File: config.mk
export PLATFORM = sky130hd
export DESIGN_NAME = cpu_core_param_flat
export DESIGN_NICKNAME = d
export VERILOG_FILES = /design/src/rtl/cpu_core_param_if.sv /design/src/rtl/cpu_core_param.sv /design/src/flat_wrapper.sv
export SDC_FILE = /design/constraint.sdc
export NUM_CORES = 1
export LEC_CHECK = 0
export BUFFER_PORTS_ARGS = -buffer_cell sky130_fd_sc_hd__buf_2
export CAP_MARGIN = 10
export CORE_MARGIN = 2
export CORE_UTILIZATION = 45
export CTS_CLUSTER_SIZE = 8
export DETAILED_ROUTE_END_ITERATION = 8
export PLACE_DENSITY = 0.72
export SLEW_MARGIN = 20
export SYNTH_ARGS = -nofsm -noshare
export SYNTH_HDL_FRONTEND = slang
export SYNTH_SLANG_ARGS = --single-unit
File: constraint.sdc
create_clock -name clk -period 4.7 [get_ports clk]
set_clock_uncertainty 0.1 [all_clocks]
set_input_delay 0.235 -clock clk [delete_from_list [all_inputs] [get_ports clk]]
set_output_delay 0.235 -clock clk [all_outputs]
set_load 0.02 [all_outputs]
File: src/rtl/cpu_core_param_if.sv
`default_nettype none
// ============================================================================
//  Module   : cpu_core_param_if
//  Purpose  : Groups the control, program-load, I/O and debug signals of the
//             parametrised accumulator CPU core into one bundle.
//             master = environment/loader side, slave = core side.
//  Revision : 1.0  initial release
// ============================================================================
interface cpu_core_param_if #(
    parameter int DATA_W = 3,
    parameter int ADDR_W = 3
);
    localparam int IW    = 6 + DATA_W;
    localparam int DEPTH = 1 << ADDR_W;

    logic                    PC_Enable;
    logic                    RAM_Write_Enable;
    logic [ADDR_W-1:0]       RAM_Write_Address;
    logic [IW-1:0]           RAM_Write_Data;
    logic [DATA_W-1:0]       InD;
    logic                    InE;
    logic [DATA_W-1:0]       OutD;
    logic [ADDR_W-1:0]       PC;
    logic [IW-1:0]           PI;
    logic [1:0]              flags;
    logic                    halted;
    logic [4*DATA_W-1:0]     reg_dump;
    logic [DEPTH*IW-1:0]     ram_dump;

    modport master (
        output PC_Enable, RAM_Write_Enable, RAM_Write_Address, RAM_Write_Data, InD, InE,
        input  OutD, PC, PI, flags, halted, reg_dump, ram_dump
    );

    modport slave (
        input  PC_Enable, RAM_Write_Enable, RAM_Write_Address, RAM_Write_Data, InD, InE,
        output OutD, PC, PI, flags, halted, reg_dump, ram_dump
    );
endinterface
`default_nettype wire

File: src/rtl/cpu_core_param.sv
`default_nettype none
// ============================================================================
//  Module   : cpu_core_param
//  Purpose  : Multi-cycle (FETCH/EXEC) accumulator-style CPU with four
//             DATA_W-bit registers, a unified 2^ADDR_W-word program/data RAM,
//             reg-imm / reg-reg ALU ops, conditional jumps, LOAD/STORE, HALT.
//             Instruction: [IW-1:IW-2] class, [IW-3:IW-4] sub, [IW-5:IW-6] rd,
//             [DATA_W-1:0] imm (rs = top two imm bits).
//  Revision : 1.0  initial release
// ============================================================================
module cpu_core_param #(
    parameter int DATA_W = 3,
    parameter int ADDR_W = 3
) (
    input  wire logic          clk,
    input  wire logic          reset,
    cpu_core_param_if.slave    bus
);
    localparam int IW    = 6 + DATA_W;
    localparam int DEPTH = 1 << ADDR_W;

    typedef enum logic [1:0] {
        ST_FETCH = 2'd0,
        ST_EXEC  = 2'd1,
        ST_HALT  = 2'd2
    } state_t;

    state_t              state_q, state_d;
    logic [ADDR_W-1:0]   pc_q, pc_d;
    logic [IW-1:0]       pi_q, pi_d;
    logic [1:0]          flags_q, flags_d;      // {C,Z}
    logic [DATA_W-1:0]   rf_q [4];
    logic [IW-1:0]       ram_q [DEPTH];

    // Execute-stage side effects produced by the decoder
    logic                rf_we_d;
    logic [DATA_W-1:0]   rf_wd_d;
    logic                st_we_d;

    // Instruction fields of the latched instruction
    logic [1:0]          w_cls, w_sub, w_rd, w_rs;
    logic [DATA_W-1:0]   w_imm, w_rd_val, w_rs_val;
    logic [ADDR_W-1:0]   w_mem_addr, w_pc_inc;

    // Datapath results
    logic [DATA_W:0]     w_add_imm, w_add_reg;
    logic [DATA_W-1:0]   w_sub_imm, w_sub_reg, w_and_reg;
    logic [2*DATA_W-1:0] w_shl_ext;
    logic                w_take;

    assign w_cls      = pi_q[IW-1:IW-2];
    assign w_sub      = pi_q[IW-3:IW-4];
    assign w_rd       = pi_q[IW-5:IW-6];
    assign w_imm      = pi_q[DATA_W-1:0];
    assign w_rs       = w_imm[DATA_W-1:DATA_W-2];
    assign w_rd_val   = rf_q[w_rd];
    assign w_rs_val   = rf_q[w_rs];
    assign w_mem_addr = w_rs_val[ADDR_W-1:0];
    assign w_pc_inc   = pc_q + {{(ADDR_W-1){1'b0}}, 1'b1};

    assign w_add_imm  = {1'b0, w_rd_val} + {1'b0, w_imm};
    assign w_add_reg  = {1'b0, w_rd_val} + {1'b0, w_rs_val};
    assign w_sub_imm  = w_rd_val - w_imm;
    assign w_sub_reg  = w_rd_val - w_rs_val;
    assign w_and_reg  = w_rd_val & w_rs_val;
    // Shifting a double-width copy keeps the last bit shifted out at [DATA_W];
    // shift amounts >= DATA_W naturally clear the low half.
    assign w_shl_ext  = {{DATA_W{1'b0}}, w_rd_val} << w_imm;

    // Jump condition evaluated against the current flags
    always_comb begin
        w_take = 1'b0;
        case (w_sub)
            2'b00:   w_take = 1'b1;
            2'b01:   w_take = flags_q[0];
            2'b10:   w_take = ~flags_q[0];
            default: w_take = flags_q[1];
        endcase
    end

    // Next-state, decode and execute; nothing moves while PC_Enable is low
    always_comb begin
        state_d = state_q;
        pc_d    = pc_q;
        pi_d    = pi_q;
        flags_d = flags_q;
        rf_we_d = 1'b0;
        rf_wd_d = '0;
        st_we_d = 1'b0;
        if (bus.PC_Enable) begin
            case (state_q)
                ST_FETCH: begin
                    pi_d    = ram_q[pc_q];
                    state_d = ST_EXEC;
                end
                ST_EXEC: begin
                    state_d = ST_FETCH;
                    pc_d    = w_pc_inc;
                    case (w_cls)
                        2'b00: begin
                            case (w_sub)
                                2'b00: begin
                                    rf_we_d = 1'b1;
                                    rf_wd_d = w_add_imm[DATA_W-1:0];
                                    flags_d = {w_add_imm[DATA_W], w_add_imm[DATA_W-1:0] == '0};
                                end
                                2'b01: begin
                                    flags_d = {w_rd_val < w_imm, w_sub_imm == '0};
                                end
                                2'b10: begin
                                    rf_we_d = 1'b1;
                                    rf_wd_d = w_shl_ext[DATA_W-1:0];
                                    flags_d = {w_shl_ext[DATA_W], w_shl_ext[DATA_W-1:0] == '0};
                                end
                                default: begin
                                    rf_we_d = 1'b1;
                                    rf_wd_d = w_sub_imm;
                                    flags_d = {w_rd_val < w_imm, w_sub_imm == '0};
                                end
                            endcase
                        end
                        2'b01: begin
                            if (w_take) begin
                                pc_d = w_imm[ADDR_W-1:0];
                            end
                        end
                        2'b10: begin
                            case (w_sub)
                                2'b00: st_we_d = 1'b1;
                                2'b01: begin
                                    rf_we_d = 1'b1;
                                    rf_wd_d = ram_q[w_mem_addr][DATA_W-1:0];
                                end
                                2'b10: begin
                                    // PC stays on the HALT instruction
                                    state_d = ST_HALT;
                                    pc_d    = pc_q;
                                end
                                default: ;
                            endcase
                        end
                        default: begin
                            rf_we_d = 1'b1;
                            case (w_sub)
                                2'b00: begin
                                    rf_wd_d = w_add_reg[DATA_W-1:0];
                                    flags_d = {w_add_reg[DATA_W], w_add_reg[DATA_W-1:0] == '0};
                                end
                                2'b01: begin
                                    rf_wd_d = w_sub_reg;
                                    flags_d = {w_rd_val < w_rs_val, w_sub_reg == '0};
                                end
                                2'b10: begin
                                    rf_wd_d = w_and_reg;
                                    flags_d = {1'b0, w_and_reg == '0};
                                end
                                default: rf_wd_d = w_rs_val;
                            endcase
                        end
                    endcase
                end
                ST_HALT: ;
                default: state_d = ST_FETCH;
            endcase
        end
    end

    // Control state: FSM, program counter, instruction latch, flags
    always_ff @(posedge clk) begin
        if (reset) begin
            state_q <= ST_FETCH;
            pc_q    <= '0;
            pi_q    <= '0;
            flags_q <= '0;
        end else begin
            state_q <= state_d;
            pc_q    <= pc_d;
            pi_q    <= pi_d;
            flags_q <= flags_d;
        end
    end

    // Register file; an EXEC write to R2 overrides the InD load in the same cycle
    always_ff @(posedge clk) begin
        if (reset) begin
            for (int i = 0; i < 4; i++) begin
                rf_q[i] <= '0;
            end
        end else begin
            if (bus.InE) begin
                rf_q[2] <= bus.InD;
            end
            if (rf_we_d) begin
                rf_q[w_rd] <= rf_wd_d;
            end
        end
    end

    // Unified RAM; the external write port wins and a colliding STORE is lost
    always_ff @(posedge clk) begin
        if (reset) begin
            for (int k = 0; k < DEPTH; k++) begin
                ram_q[k] <= '0;
            end
        end else if (bus.RAM_Write_Enable) begin
            ram_q[bus.RAM_Write_Address] <= bus.RAM_Write_Data;
        end else if (st_we_d) begin
            ram_q[w_mem_addr] <= {{(IW-DATA_W){1'b0}}, w_rd_val};
        end
    end

    assign bus.OutD     = rf_q[3];
    assign bus.PC       = pc_q;
    assign bus.PI       = pi_q;
    assign bus.flags    = flags_q;
    assign bus.halted   = (state_q == ST_HALT);
    assign bus.reg_dump = {rf_q[3], rf_q[2], rf_q[1], rf_q[0]};

    // Flatten the RAM for observation
    always_comb begin
        bus.ram_dump = '0;
        for (int k = 0; k < DEPTH; k++) begin
            bus.ram_dump[k*IW +: IW] = ram_q[k];
        end
    end
endmodule
`default_nettype wire
File: src/flat_wrapper.sv
// flat-port wrapper written by rule: the top's interface ports become plain ports
module cpu_core_param_flat 
#(
    parameter int DATA_W = 3,
    parameter int ADDR_W = 3
)
  (clk, reset, bus_PC_Enable, bus_RAM_Write_Enable, bus_RAM_Write_Address, bus_RAM_Write_Data, bus_InD, bus_InE, bus_OutD, bus_PC, bus_PI, bus_flags, bus_halted, bus_reg_dump, bus_ram_dump);
  cpu_core_param_if #(.DATA_W(DATA_W), .ADDR_W(ADDR_W)) bus_i ();
  input  wire logic clk;
  input  wire logic reset;
  input wire logic [$bits(bus_i.PC_Enable)-1:0] bus_PC_Enable;
  input wire logic [$bits(bus_i.RAM_Write_Enable)-1:0] bus_RAM_Write_Enable;
  input wire logic [$bits(bus_i.RAM_Write_Address)-1:0] bus_RAM_Write_Address;
  input wire logic [$bits(bus_i.RAM_Write_Data)-1:0] bus_RAM_Write_Data;
  input wire logic [$bits(bus_i.InD)-1:0] bus_InD;
  input wire logic [$bits(bus_i.InE)-1:0] bus_InE;
  output wire logic [$bits(bus_i.OutD)-1:0] bus_OutD;
  output wire logic [$bits(bus_i.PC)-1:0] bus_PC;
  output wire logic [$bits(bus_i.PI)-1:0] bus_PI;
  output wire logic [$bits(bus_i.flags)-1:0] bus_flags;
  output wire logic [$bits(bus_i.halted)-1:0] bus_halted;
  output wire logic [$bits(bus_i.reg_dump)-1:0] bus_reg_dump;
  output wire logic [$bits(bus_i.ram_dump)-1:0] bus_ram_dump;
  assign bus_i.PC_Enable = bus_PC_Enable;
  assign bus_i.RAM_Write_Enable = bus_RAM_Write_Enable;
  assign bus_i.RAM_Write_Address = bus_RAM_Write_Address;
  assign bus_i.RAM_Write_Data = bus_RAM_Write_Data;
  assign bus_i.InD = bus_InD;
  assign bus_i.InE = bus_InE;
  assign bus_OutD = bus_i.OutD;
  assign bus_PC = bus_i.PC;
  assign bus_PI = bus_i.PI;
  assign bus_flags = bus_i.flags;
  assign bus_halted = bus_i.halted;
  assign bus_reg_dump = bus_i.reg_dump;
  assign bus_ram_dump = bus_i.ram_dump;
  cpu_core_param #(.DATA_W(DATA_W), .ADDR_W(ADDR_W)) u_core (.clk(clk), .reset(reset), .bus(bus_i));
endmodule
==> flow_summary.yaml, run 1 <==
synthesis:
  yosysUniqueCellTypes: 62
  yosysMostFrequentCell: "nor2_1"
  yosysWarnings: 0
  synthFlopType: "edfxtp_1"
  syn_area_sq_um: 5870
  syn-instance-count: 520
  syn-mean-instance-area_sq_um: 11.3
  ys_async_sr_fraction: 0
  synth_nets: 567
  synth_top_area_frac: 0.430
  yosys.area.top_type: "edfxtp_1"
  synth.area.top_cells: "edfxtp_1 43%, mux4_2 9.2%, nor2_1 6.4%"
  ys_ff_latch: 100
  synth_edf_count: 84
  synth_seq_area_share: 0.484
  synth_common_cells: "100 x nor2_1, 84 x edfxtp_1, 28 x nand2_1"
global_route:
  grt_pass1_wl_mm: 26.5
  grt_max_degree: 34
  use_met3: 0.0565
  use_met1: 0.314
  grt_pass1_vias: 4666
  grt_use_total: 0.249
  antenna_found_initial: 0
  grt_overflow_total: 0
  top_usage_layer: "met2"
  grtUsageMet2: 0.429
finish:
  syn2layout_area_growth_pct: 17.5
  filler_cell_count: 1124
  num_antenna_cells: 0
  layout.nets: 678
  final_util: 0.544
  stdcell_area_sq_um: 6890
  drive_gt1_frac: 0.289
clocking:
  clk_pin_slew_ps: 70
  clock_path_buffers: 2
  cts_buffers: 9
  postCtsSetupBuffers: 0
  clk_latency_ps: 350
  htree_levels: 3
  cts_tree: "built"
  cts.sinks: 100
  ctsResizeCount: 0
  holdBufCountCts: 0
  cts_root_buf: "clkbuf_16"
worst_setup_path:
  crit_fanout: 15
  rr_startpoint: "u_core.bus.PI[1]"
  arrival_ps: 3660
  rr_worst_depth: 9
  end_kind: "flip-flop"
  timing.reg2reg.setup_slack_ps: 1020
  cp.required_ps: 4680
  crit_type: "flip-flop to flip-flop"
  critPathLaunchType: "flip-flop"
  worstReg2RegEnd: "u_core.rf_q[2][2]"
drt:
  drtAntennaViolNets: 0
  wire_per_inst_um: 21.5
  routed_wl_mm: 17.4
  drt_iter0_markers: 336
  drcViolationCount: 0
  routed_via_density: 5.84
  vias: 4721
  first_pass_iters: 5
pwr:
  ir_drop_uv: 291
  switching_power_mw: 0.658
  combPwrFrac: 0.204
  p_seq_frac: 0.467
  power.share.clock: 0.329
  totalPowerFinal_mw: 2.24
  p_int_mw: 1.58
  sw_frac_of_total: 0.294
  p_leak_nw: 2.81
  powerDensity_nw_per_um2: 325
timing:
  worst_slew_pin_slew_ps: 878
  slew_viol_final: 0
  slew_headroom: 0.408
  hold_viol_final: 0
  setup_violations: 0
  final.setup.tns_ps: 0
  rsz0062_at_grt: "no"
  fin_crit_sh: 0.783
  fmax_ghz: 0.272
  holdWs_ps: 78.5
  min_period_ps: 3680
worst_hold_path:
  hold_end: "u_core.rf_q[2][0]"
  min_path_type: "input pin to flip-flop"
  hold_start: "bus_InD[0]"
  worstHoldPathCells: 3
status:
  status: "finished clean"
placement:
  place_area_sq_um: 6600
  place_hpwl_mm: 13.2
  globalplace.congestion: 0.904
  portBuffers: 121
floorplan:
  core_area_sq_um: 12700
  die_y_um: 118
  die_area_sq_um: 14000
  die_w_um: 118
  rows: 41
  io-pin-count: 122
  initial_utilization: 0.463
job:
  drv_cap: 0
placed cells by master, fill, tap and decap left out, drive strengths merged, types with 4 or more instances in the layout:
master	instances
a21oi	21
nand3	9
inv	24
o21ai	15
a22oi	5
dfxtp	16
nor3	10
a211oi	14
mux2i	25
nor2b	9
clkbuf	10
nand2	32
ha	23
nand2b	14
nand4	4
edfxtp	84
fa	4
buf	126
or3	4
mux4	24
mux2	6
nor2	100
worst max-delay path: stages, from the launching register on:
cell	delay, ps
dfxtp_1	710
mux4_2	630
ha_1	260
inv_1	60
fa_1	370
xor2_1	180
a2111oi_0	610
a21o_1	270
or2_2	120
o211ai_1	80
power groups by stage:
stage | Clock [mW] | Combinational [mW] | Sequential (mW)
2_1_floorplan | 0 | 0.281 | 1.09
3_3_place_gp | 0 | 0.450 | 1.06
3_5_place_dp | 0 | 0.455 | 1.06
4_1_cts | 0.744 | 0.457 | 1.04
5_1_grt | 0.780 | 0.494 | 1.05
6_report | 0.736 | 0.457 | 1.04
layer usage:
layer	vias to the layer above	routed length [um]
met5	-	0
met4	0	335
met3	27	1220
met2	203	8830
met1	2348	7010
li1	2143	-
kinds of logic after synthesis:
family | Yosys count | share of synthesized area
mux | 55 | 0.147
buf+inv | 49 | 0.0369
flops | 100 | 0.484
fa+ha+maj | 27 | 0.0627
simple gates | 204 | 0.168
compound gates | 81 | 0.0947
xor+xnor | 4 | 0.00597
area by class of cell:
class                      count  area (sq um)  area share
tap                          172           215      0.0312
inverter                      23          86.3      0.0125
timing repair buffer         126           643      0.0933
sequential                   100          2840       0.412
multi-input combinational    371          2810       0.408
clock inverter                 6          62.6     0.00908
clock buffer                  10           229      0.0332
flip-flops by register name (all words and copies together), names as in the netlist:
signal            flops
u_core.ram_q         72
u_core.rf_q          12
u_core.bus.PI         9
u_core.bus.PC         3
u_core.bus.flags      2
u_core.state_q        2
through the flow:
stage	std cells	setup WS (ps)
after floorplan	520	1370
after global placement	792	1180
after detailed placement	792	1110
after CTS	808	1100
after global routing	808	773
final	808	1020
how the worst max path moves through the flow:
stage                           from                end  slack (ps)
floorplan           u_core.bus.PI[3]  u_core.rf_q[2][2]        1370
global placement    u_core.bus.PI[1]  u_core.rf_q[2][2]        1180
detailed placement  u_core.bus.PI[1]  u_core.rf_q[2][2]        1110
CTS                 u_core.bus.PI[1]  u_core.rf_q[2][2]        1100
global route        u_core.bus.PI[1]  u_core.rf_q[2][2]         770
finish              u_core.bus.PI[1]  u_core.rf_q[2][2]        1020
No activity file was read; power rests on OpenSTA's default activity.
==> run 2, diff against run 1 <==
==> constraint.sdc (replaced) <==
create_clock -name clk -period 3.4 [get_ports clk]
set_clock_uncertainty 0.1 [all_clocks]
set_input_delay 0.17 -clock clk [delete_from_list [all_inputs] [get_ports clk]]
set_output_delay 0.17 -clock clk [all_outputs]
set_load 0.02 [all_outputs]
==> flow_summary.yaml, run 2 (synthesized netlist as in run 1, its figures left out) <==
status:
  status: "finished clean"
timing:
  setup_violations: 0
  hold_viol_final: 0
  holdWs_ps: 61.4
  slew_headroom: 0.340
  fmax_ghz: 0.318
  min_period_ps: 3150
  slew_viol_final: 0
  final.setup.tns_ps: 0
  fin_crit_sh: 0.926
  worst_slew_pin_slew_ps: 979
  rsz0062_at_grt: "no"
  fin_ws_ps: 252
drt:
  wire_per_inst_um: 22.0
  drt_iter0_markers: 318
  drcViolationCount: 0
  drtAntennaViolNets: 0
  routed_via_density: 5.85
  first_pass_iters: 5
  vias: 4872
  routed_wl_mm: 18.3
global_route:
  antenna_found_initial: 1
  grt_use_total: 0.266
  grt_pass1_wl_mm: 28.3
  grt_max_degree: 24
  grt_pass1_vias: 4977
  grt_overflow_total: 0
finish:
  drive_gt1_frac: 0.322
  layout.nets: 703
  final_util: 0.559
  final_common_cell: "buf_2"
  syn2layout_area_growth_pct: 20.7
  largest_register: "u_core.ram_q"
  ff_latch_area_sq_um: 2840
  multi_input_area_sq_um: 2830
  filler_cell_count: 1126
  num_antenna_cells: 0
  layout_common_cells: "121 x buf_2, 100 x nor2_1, 84 x edfxtp_1, 30 x buf_4, 28 x nand2_1"
  largest_reg_flops: 72
floorplan:
  io-pin-count: 122
  initial_utilization: 0.463
  die_area_sq_um: 14000
  core_area_sq_um: 12700
  die_w_um: 118
  die_y_um: 118
  rows: 41
worst_setup_path:
  crit_type: "flip-flop to flip-flop"
  end_kind: "flip-flop"
  crit_fanout: 4
  cp.required_ps: 3390
  cp_common_cell: "inv_1"
  crit_chain: "mux4_2 > inv_1 > ha_1 > inv_1 > fa_1 > xor2_1 > a2111oi_1 > a21o_1 > or2_2 > o211ai_1"
  critPathLaunchType: "flip-flop"
  timing.reg2reg.setup_slack_ps: 250
  arrival_ps: 3140
  cp_slowest_stage_delay_ps: 530
  crit_slowest_cell: "mux4_2"
  rr_worst_depth: 10
clocking:
  htree_levels: 3
  cts_tree: "built"
  clock_path_buffers: 2
  cts.sinks: 100
  clk_latency_ps: 350
  cts_root_buf: "clkbuf_16"
  cts_buffers: 9
  clk_pin_slew_ps: 80
  holdBufCountCts: 0
job:
  drv_cap: 0
placement:
  portBuffers: 121
  place_hpwl_mm: 14.1
  pre_cts_ws_ps: 156
  globalplace.congestion: 0.964
pwr:
  powerDensity_nw_per_um2: 441
  p_leak_nw: 2.93
  totalPowerFinal_mw: 3.12
  ir_drop_uv: 324
worst_hold_path:
  worstHoldPathCells: 3
  min_path_type: "input pin to flip-flop"
## run 2: cell types whose count changed in the layout (fill, tap and decap cells not counted), sizes merged
cell	previous run	this run
clkinv	3	4
clkbuf	10	9
bufinv	1	0
buf	126	151
inv	24	25
## run 2: where the power goes
part | total (mW) | internal (mW) | switching (mW)
clock network | 0.996 | 0.507 | 0.488
logic | 0.696 | 0.260 | 0.436
registers | 1.43 | 1.38 | 0.0513
## run 2: timing repair
action                     CTS  global route
gates resized for setup      0             3
setup buffers                0             0
setup endpoints to repair    0             5
## run 2: routing by layer
layer	vias up	track usage	routed length, um
met3	38	0.0555	1520
met5	-	0	15
met1	2359	0.332	6970
met4	2	0.110	652
li1	2190	-	-
met2	283	0.449	9130
## run 2: layout make-up
cell class	count	share of cell area
clock buffer	9	0.0318
timing repair buffer	151	0.117
sequential	100	0.401
inverter	23	0.0122
clock inverter	7	0.00830
multi-input combinational	371	0.399
tap	172	0.0304
## run 2: final timing paths
kind	startpoint	endpoint
setup reg to reg	u_core.rf_q[3][0]	u_core.rf_q[2][2]
hold / removal	bus_InD[1]	u_core.rf_q[2][1]
hold reg to reg	u_core.bus.flags[1]	u_core.bus.flags[1]
setup / recovery	u_core.rf_q[3][0]	u_core.rf_q[2][2]
## run 2: metrics by stage
stage          std cells  instance area, sq um
4_1_cts              833                  7070
5_1_grt              833                  7090
3_3_place_gp         817                  6790
2_1_floorplan        520                  5870
6_report             833                  7090
3_5_place_dp         817                  6790
## run 2: worst max-delay path: cells and delay by family (launching register included)
kind	cells	cell delay [ps]
adders and majority gates	2	550
muxes	1	530
buffers and inverters	2	160
AOI/OAI and AO/OA	3	810
DFF	1	420
and+or+nand+nor	1	120
xor gates and xnor gates	1	180
